===== src/rtl/ov7670_pkg.sv =====
// Shared definitions for the OV7670 camera capture path: default geometry,
// counter widths and the capture FSM state encoding.
package ov7670_pkg;

  localparam int OV_H_ACTIVE = 640;
  localparam int OV_V_ACTIVE = 480;
  localparam int OV_ADDR_W   = 19;

  // Wide enough for an over-long line (column) or an extra line (row).
  localparam int CNT_W = 12;

  typedef enum logic [1:0] {
    WAIT_SYNC = 2'd0,
    SYNC      = 2'd1,
    ACTIVE    = 2'd2
  } cap_state_e;

endpackage


===== src/rtl/ov7670_sync_edge.sv =====
// Rise/fall detector for a pclk-synchronous camera strobe. The previous sample
// is registered; edges compare it with the current input so they align with it.
module ov7670_sync_edge (
  input  logic clk,
  input  logic rst_n,
  input  logic sig_i,
  output logic rise_o,
  output logic fall_o
);

  logic sig_q;

  // NOTE: sequential state uses non-blocking assignments so every register
  // samples pre-edge values regardless of block ordering.
  always_ff @(posedge clk or negedge rst_n) begin
    if (!rst_n) begin
      sig_q <= 1'b0;
    end else begin
      sig_q <= sig_i;
    end
  end

  assign rise_o = sig_i & ~sig_q;
  assign fall_o = ~sig_i & sig_q;

endmodule


===== src/rtl/ov7670_capture.sv =====
// OV7670 RGB565 capture: assembles byte pairs into RGB444 pixels and writes
// them to a linear frame buffer, with optional 2:1 decimation in both axes.
module ov7670_capture
  import ov7670_pkg::*;
#(
  parameter int H_ACTIVE = OV_H_ACTIVE,
  parameter int V_ACTIVE = OV_V_ACTIVE,
  parameter int ADDR_W   = OV_ADDR_W
) (
  input  logic              pclk,
  input  logic              rst_n,
  input  logic              vsync,
  input  logic              href,
  input  logic [7:0]        d,
  input  logic              decimate,
  output logic              we,
  output logic [ADDR_W-1:0] addr,
  output logic [11:0]       wdata,
  output logic              frame_done,
  output logic              line_err,
  output logic              ovf
);

  localparam int                LIM_FULL_I = H_ACTIVE * V_ACTIVE;
  localparam logic [ADDR_W-1:0] LIM_FULL   = ADDR_W'(LIM_FULL_I);
  localparam logic [ADDR_W-1:0] LIM_DEC    = ADDR_W'(LIM_FULL_I / 4);

  logic vs_rise, vs_fall;
  logic href_fall, href_rise_unused;

  ov7670_sync_edge u_vsync_edge (
    .clk    (pclk),
    .rst_n  (rst_n),
    .sig_i  (vsync),
    .rise_o (vs_rise),
    .fall_o (vs_fall)
  );

  ov7670_sync_edge u_href_edge (
    .clk    (pclk),
    .rst_n  (rst_n),
    .sig_i  (href),
    .rise_o (href_rise_unused),
    .fall_o (href_fall)
  );

  cap_state_e        state_q;
  logic              phase_q;
  logic [6:0]        hi_q;     // only the high-byte bits that survive RGB444
  logic [CNT_W-1:0]  col_q, row_q;
  logic [ADDR_W-1:0] wptr_q;   // next address to write
  logic              dec_q;
  logic              we_q, frame_done_q, line_err_q, ovf_q;
  logic [ADDR_W-1:0] addr_q;
  logic [11:0]       wdata_q;

  logic              keep_pix;
  logic              at_limit;
  logic [ADDR_W-1:0] limit;

  assign limit    = dec_q ? LIM_DEC : LIM_FULL;
  assign keep_pix = !dec_q || (!col_q[0] && !row_q[0]);
  // Once the buffer is full every later write of the frame is dropped.
  assign at_limit = ovf_q || (wptr_q == limit);

  always_ff @(posedge pclk or negedge rst_n) begin
    if (!rst_n) begin
      state_q      <= WAIT_SYNC;
      phase_q      <= 1'b0;
      hi_q         <= '0;
      col_q        <= '0;
      row_q        <= '0;
      wptr_q       <= '0;
      dec_q        <= 1'b0;
      we_q         <= 1'b0;
      frame_done_q <= 1'b0;
      line_err_q   <= 1'b0;
      ovf_q        <= 1'b0;
      addr_q       <= '0;
      wdata_q      <= '0;
    end else begin
      we_q         <= 1'b0;
      frame_done_q <= 1'b0;
      line_err_q   <= 1'b0;
      case (state_q)
        WAIT_SYNC: begin
          phase_q <= 1'b0;
          if (vsync) state_q <= SYNC;
        end
        SYNC: begin
          phase_q <= 1'b0;
          if (vs_fall) begin
            state_q <= ACTIVE;
            col_q   <= '0;
            row_q   <= '0;
            wptr_q  <= '0;
            addr_q  <= '0;
            ovf_q   <= 1'b0;
            dec_q   <= decimate;
          end
        end
        ACTIVE: begin
          if (vs_rise) begin
            // Frame ends even mid-line; a pending high byte is simply dropped.
            state_q      <= SYNC;
            frame_done_q <= 1'b1;
            phase_q      <= 1'b0;
          end else if (href) begin
            if (!phase_q) begin
              hi_q    <= {d[7:4], d[2:0]};
              phase_q <= 1'b1;
            end else begin
              phase_q <= 1'b0;
              col_q   <= col_q + CNT_W'(1);
              if (keep_pix) begin
                if (at_limit) begin
                  ovf_q <= 1'b1;
                end else begin
                  we_q    <= 1'b1;
                  addr_q  <= wptr_q;
                  wdata_q <= {hi_q, d[7], d[4:1]};
                  wptr_q  <= wptr_q + ADDR_W'(1);
                end
              end
            end
          end else begin
            phase_q <= 1'b0;
            if (href_fall) begin
              line_err_q <= phase_q || (col_q != CNT_W'(H_ACTIVE));
              col_q      <= '0;
              row_q      <= row_q + CNT_W'(1);
            end
          end
        end
        default: state_q <= WAIT_SYNC;
      endcase
    end
  end

  assign we         = we_q;
  assign addr       = addr_q;
  assign wdata      = wdata_q;
  assign frame_done = frame_done_q;
  assign line_err   = line_err_q;
  assign ovf        = ovf_q;

endmodule


===== config.mk =====
export PLATFORM = sky130hd
export DESIGN_NAME = ov7670_capture
export DESIGN_NICKNAME = d
export VERILOG_FILES = /design/src/rtl/ov7670_pkg.sv /design/src/rtl/ov7670_sync_edge.sv /design/src/rtl/ov7670_capture.sv
export SDC_FILE = /design/constraint.sdc
export NUM_CORES = 1
export LEC_CHECK = 0
export CORE_MARGIN = 2
export CORE_UTILIZATION = 55
export DETAILED_ROUTE_END_ITERATION = 16
export GPL_TIMING_DRIVEN = 0
export PLACE_DENSITY = 0.87
export SLEW_MARGIN = 20
export SYNTH_ARGS = -nofsm -noshare
export SYNTH_HDL_FRONTEND = slang
export SYNTH_SLANG_ARGS = --single-unit
export TNS_END_PERCENT = 1

===== constraint.sdc =====
create_clock -name pclk -period 2.6 [get_ports pclk]
set_clock_uncertainty 0.05 [all_clocks]
set_input_delay 0.65 -clock pclk [delete_from_list [all_inputs] [get_ports pclk]]
set_output_delay 0.65 -clock pclk [all_outputs]
set_load 0.1 [all_outputs]

==> impl_metrics.py <==
metrics = {
    "worst_setup_path": {
        "worst_ep_required_time_ps": 1900,
        "crit_path_cell_trace": "clkdlybuf4s50_1",
        "critPathBufInv": 1,
        "cp_slowest_stage_delay_ps": 1140,
        "reg2reg_slack_ps": 240,
        "critPathTopFamily": "buffers and inverters",
        "cp.arrival_ps": 1860,
        "r2r_cells": 9,
        "startpoint_type": "flop",
        "r2r_end": "wdata[1]",
        "cp_max_fo": 2,
        "cp-end-kind": "output pin",
        "crit_type": "reg -> out",
        "slowest_stage": "clkdlybuf4s50_1",
        "r2r-start": "wptr_q[0]",
    },
    "power": {
        "ir_worst_vdd_uv": 436,
        "powerDensity_nw_per_um2": 596,
        "finalPower_uw": 2810,
        "p_leak_uw": 0.00225,
    },
    "global_route": {
        "top_usage_layer": "met2",
        "grt_pass1_wl_um": 14400,
        "grt_overflow": 0,
        "track_usage": 0.244,
        "grt_util_met3": 0.0754,
        "grt_max_degree": 43,
        "use_met1": 0.331,
        "antenna_found_initial": 0,
        "grt_pass1_vias": 2925,
        "use_met2": 0.377,
    },
    "die": {
        "coreArea_um2": 6790,
        "rows": 30,
        "die_area_um2": 7670,
        "die_height_um": 87.6,
        "start_util": 0.566,
        "die_width_um": 87.6,
        "io_pins": 48,
    },
    "cts": {
        "clk_pin_slew_ps": 80,
        "ctsHoldBuffers": 0,
        "postCtsSetupBuffers": 0,
        "clock_latency_ps": 350,
        "htree_levels": 3,
        "root_buffer": "clkbuf_8",
        "numCtsBuffers": 9,
        "cts_sinks": 80,
        "cts.path.max_buffers": 2,
        "cts_tree": "yes",
    },
    "timing": {
        "finalSetupViolations": 0,
        "finalHoldViolCount": 0,
        "maxSlewViolCount": 0,
        "min_period_over_period": 0.984,
        "max_freq_mhz": 391,
        "tightest_slew_ps": 997,
        "rsz0062_at_grt": "false",
        "relSlewSlack": 0.335,
        "period_minus_slack_ps": 2560,
    },
    "routing": {
        "drt-wirelength-per-cell_um": 17.4,
        "via_per_inst": 5.98,
        "drtIter0Drc": 184,
        "dr_total_vias": 2940,
        "drc": 0,
        "routed_wl_um": 8570,
        "drtPass1Iterations": 4,
        "final_antenna_net_count": 0,
    },
    "synth": {
        "yosysTopAreaCell": "dfrtp_1",
        "synth_cell_types": 61,
        "ys_async_sr_fraction": 1.00,
        "syn_area_per_cell_um2": 11.6,
        "yosys_warnings": 0,
        "netlist_area_um2": 3840,
        "synth_area_leaders": "dfrtp_1, a22o_1, mux2_4",
        "synth-seq-area-share": 0.521,
        "synth_edf_count": 0,
        "synthTopCellsByCount": "dfrtp_1, a22o_1, o21ai_0",
        "ys_seq_elements": 80,
        "syn_nets": 349,
        "ys.flop_type": "dfrtp_1",
        "syn_inst": 332,
        "synth_most_common_cell": "dfrtp_1",
        "synth_top_area_frac": 0.521,
    },
    "worst_hold_path": {
        "min_path_type": "in -> async",
    },
    "finish": {
        "nNetsFinal": 408,
        "layout-drive-gt1-share": 0.167,
        "n_fill_cell": 490,
        "fin_util": 0.694,
        "n_antenna_cell": 0,
        "area_delta_synth_final_pct": 22.7,
    },
    "status": {
        "outcome": "finished, final reports clean",
    },
    "flow_run": {
        "drv_cap": 0,
    },
    "placed_design": {
        "gp_congestion": 0.922,
        "hpwl_um": 5980,
        "portBuffers": 47,
    },
}
[registers in the layout, summed over array words and instances (netlist names)]
name	flops
col_q	12
we	1
u_href_edge.sig_q	1
phase_q	1
line_err	1
ovf	1
u_vsync_edge.sig_q	1
hi_q	7
state_q	2
row_q	1
wdata	12
wptr_q	19
dec_q	1
frame_done	1
addr	19
[worst reg2reg max path, cell delays in order, from the launching register on]
cell	delay, ps
dfrtp_1	420
inv_1	70
ha_1	190
nor4b_1	150
and2_1	190
a311oi_4	410
nand2_4	200
inv_4	120
buf_12	150
mux2_4	320
[where the power goes]
part	internal [uW]	switching (uW)	total (uW)
combinational	158	282	440
clock	501	465	966
sequential	1330	78.0	1410
[per-stage QoR]
step,hold WS (ps),instance area [um^2],instances,worst slack (ps),TNS [ps]
floorplan,304,3840,332,432,0
global placement,405,4430,475,-1850,-162250
detailed placement,411,4450,476,-472,-17740
CTS,218,4670,492,2.29,0
global route,243,4710,492,0.798,0
finish,210,4710,492,41.9,0
[timing repair]
item | CTS | global route
endpoints found under the setup margin | 13 | 47
resized for setup | 3 | 17
pin swaps | 0 | 1
[metal layers]
metal  vias up  wire length [um]
met5         -                 0
met4         0               157
met3        17               479
met2        94              4160
met1      1441              3780
li1       1388                 -
[placed cells by master, fill, tap and decap left out, types with 5 or more instances in the layout]
cell type	netlist	routed
o311ai_0	5	5
a22o_1	20	20
clkbuf_8	0	11
clkdlybuf4s50_1	0	33
nand3_1	12	12
nor2b_1	6	5
nand4_1	15	15
inv_1	9	9
mux2_4	10	10
nand2b_1	6	6
o21ai_0	20	20
nand2_1	18	18
o31ai_1	9	9
and3_1	9	9
mux2_2	11	11
buf_2	5	5
nor2_1	10	10
dlymetal6s2s_1	0	12
dfrtp_1	80	80
nor4_1	5	5
[layout make-up]
cell class | count | area [um^2] | share of cell area
clock buffer | 11 | 151 | 0.0321
clock inverter | 5 | 62.6 | 0.0133
multi-input combinational | 227 | 1700 | 0.360
timing repair buffer | 48 | 517 | 0.110
sequential | 80 | 2000 | 0.425
tap | 96 | 120 | 0.0255
buffer | 14 | 116 | 0.0247
inverter | 11 | 48.8 | 0.0104
[how the worst max path moves through the flow]
| stage | from | to | slack [ps] | cells past startpoint |
|---|---|---|---|---|
| 2_1_floorplan | vsync | addr[0] | 430 | 9 |
| 3_3_place_gp | rst_n | hi_q[3] | -1850 | 1 |
| 3_5_place_dp | vsync | wptr_q[5] | -470 | 8 |
| 4_1_cts | wdata[1] | wdata[1] | 2 | 1 |
| 5_1_grt | wdata[5] | wdata[5] | 0.8 | 1 |
| 6_report | wdata[8] | wdata[8] | 40 | 1 |
[cell families after synthesis]
group           Yosys count  share of synthesized area
simple gates            113                      0.176
compound gates           82                      0.160
flops                    80                      0.521
buf+inv                  25                     0.0420
mux                      24                     0.0791
xor+xnor                  4                    0.00912
fa+ha+maj                 4                     0.0130
Note: power is estimated with default switching activity, not from simulation.
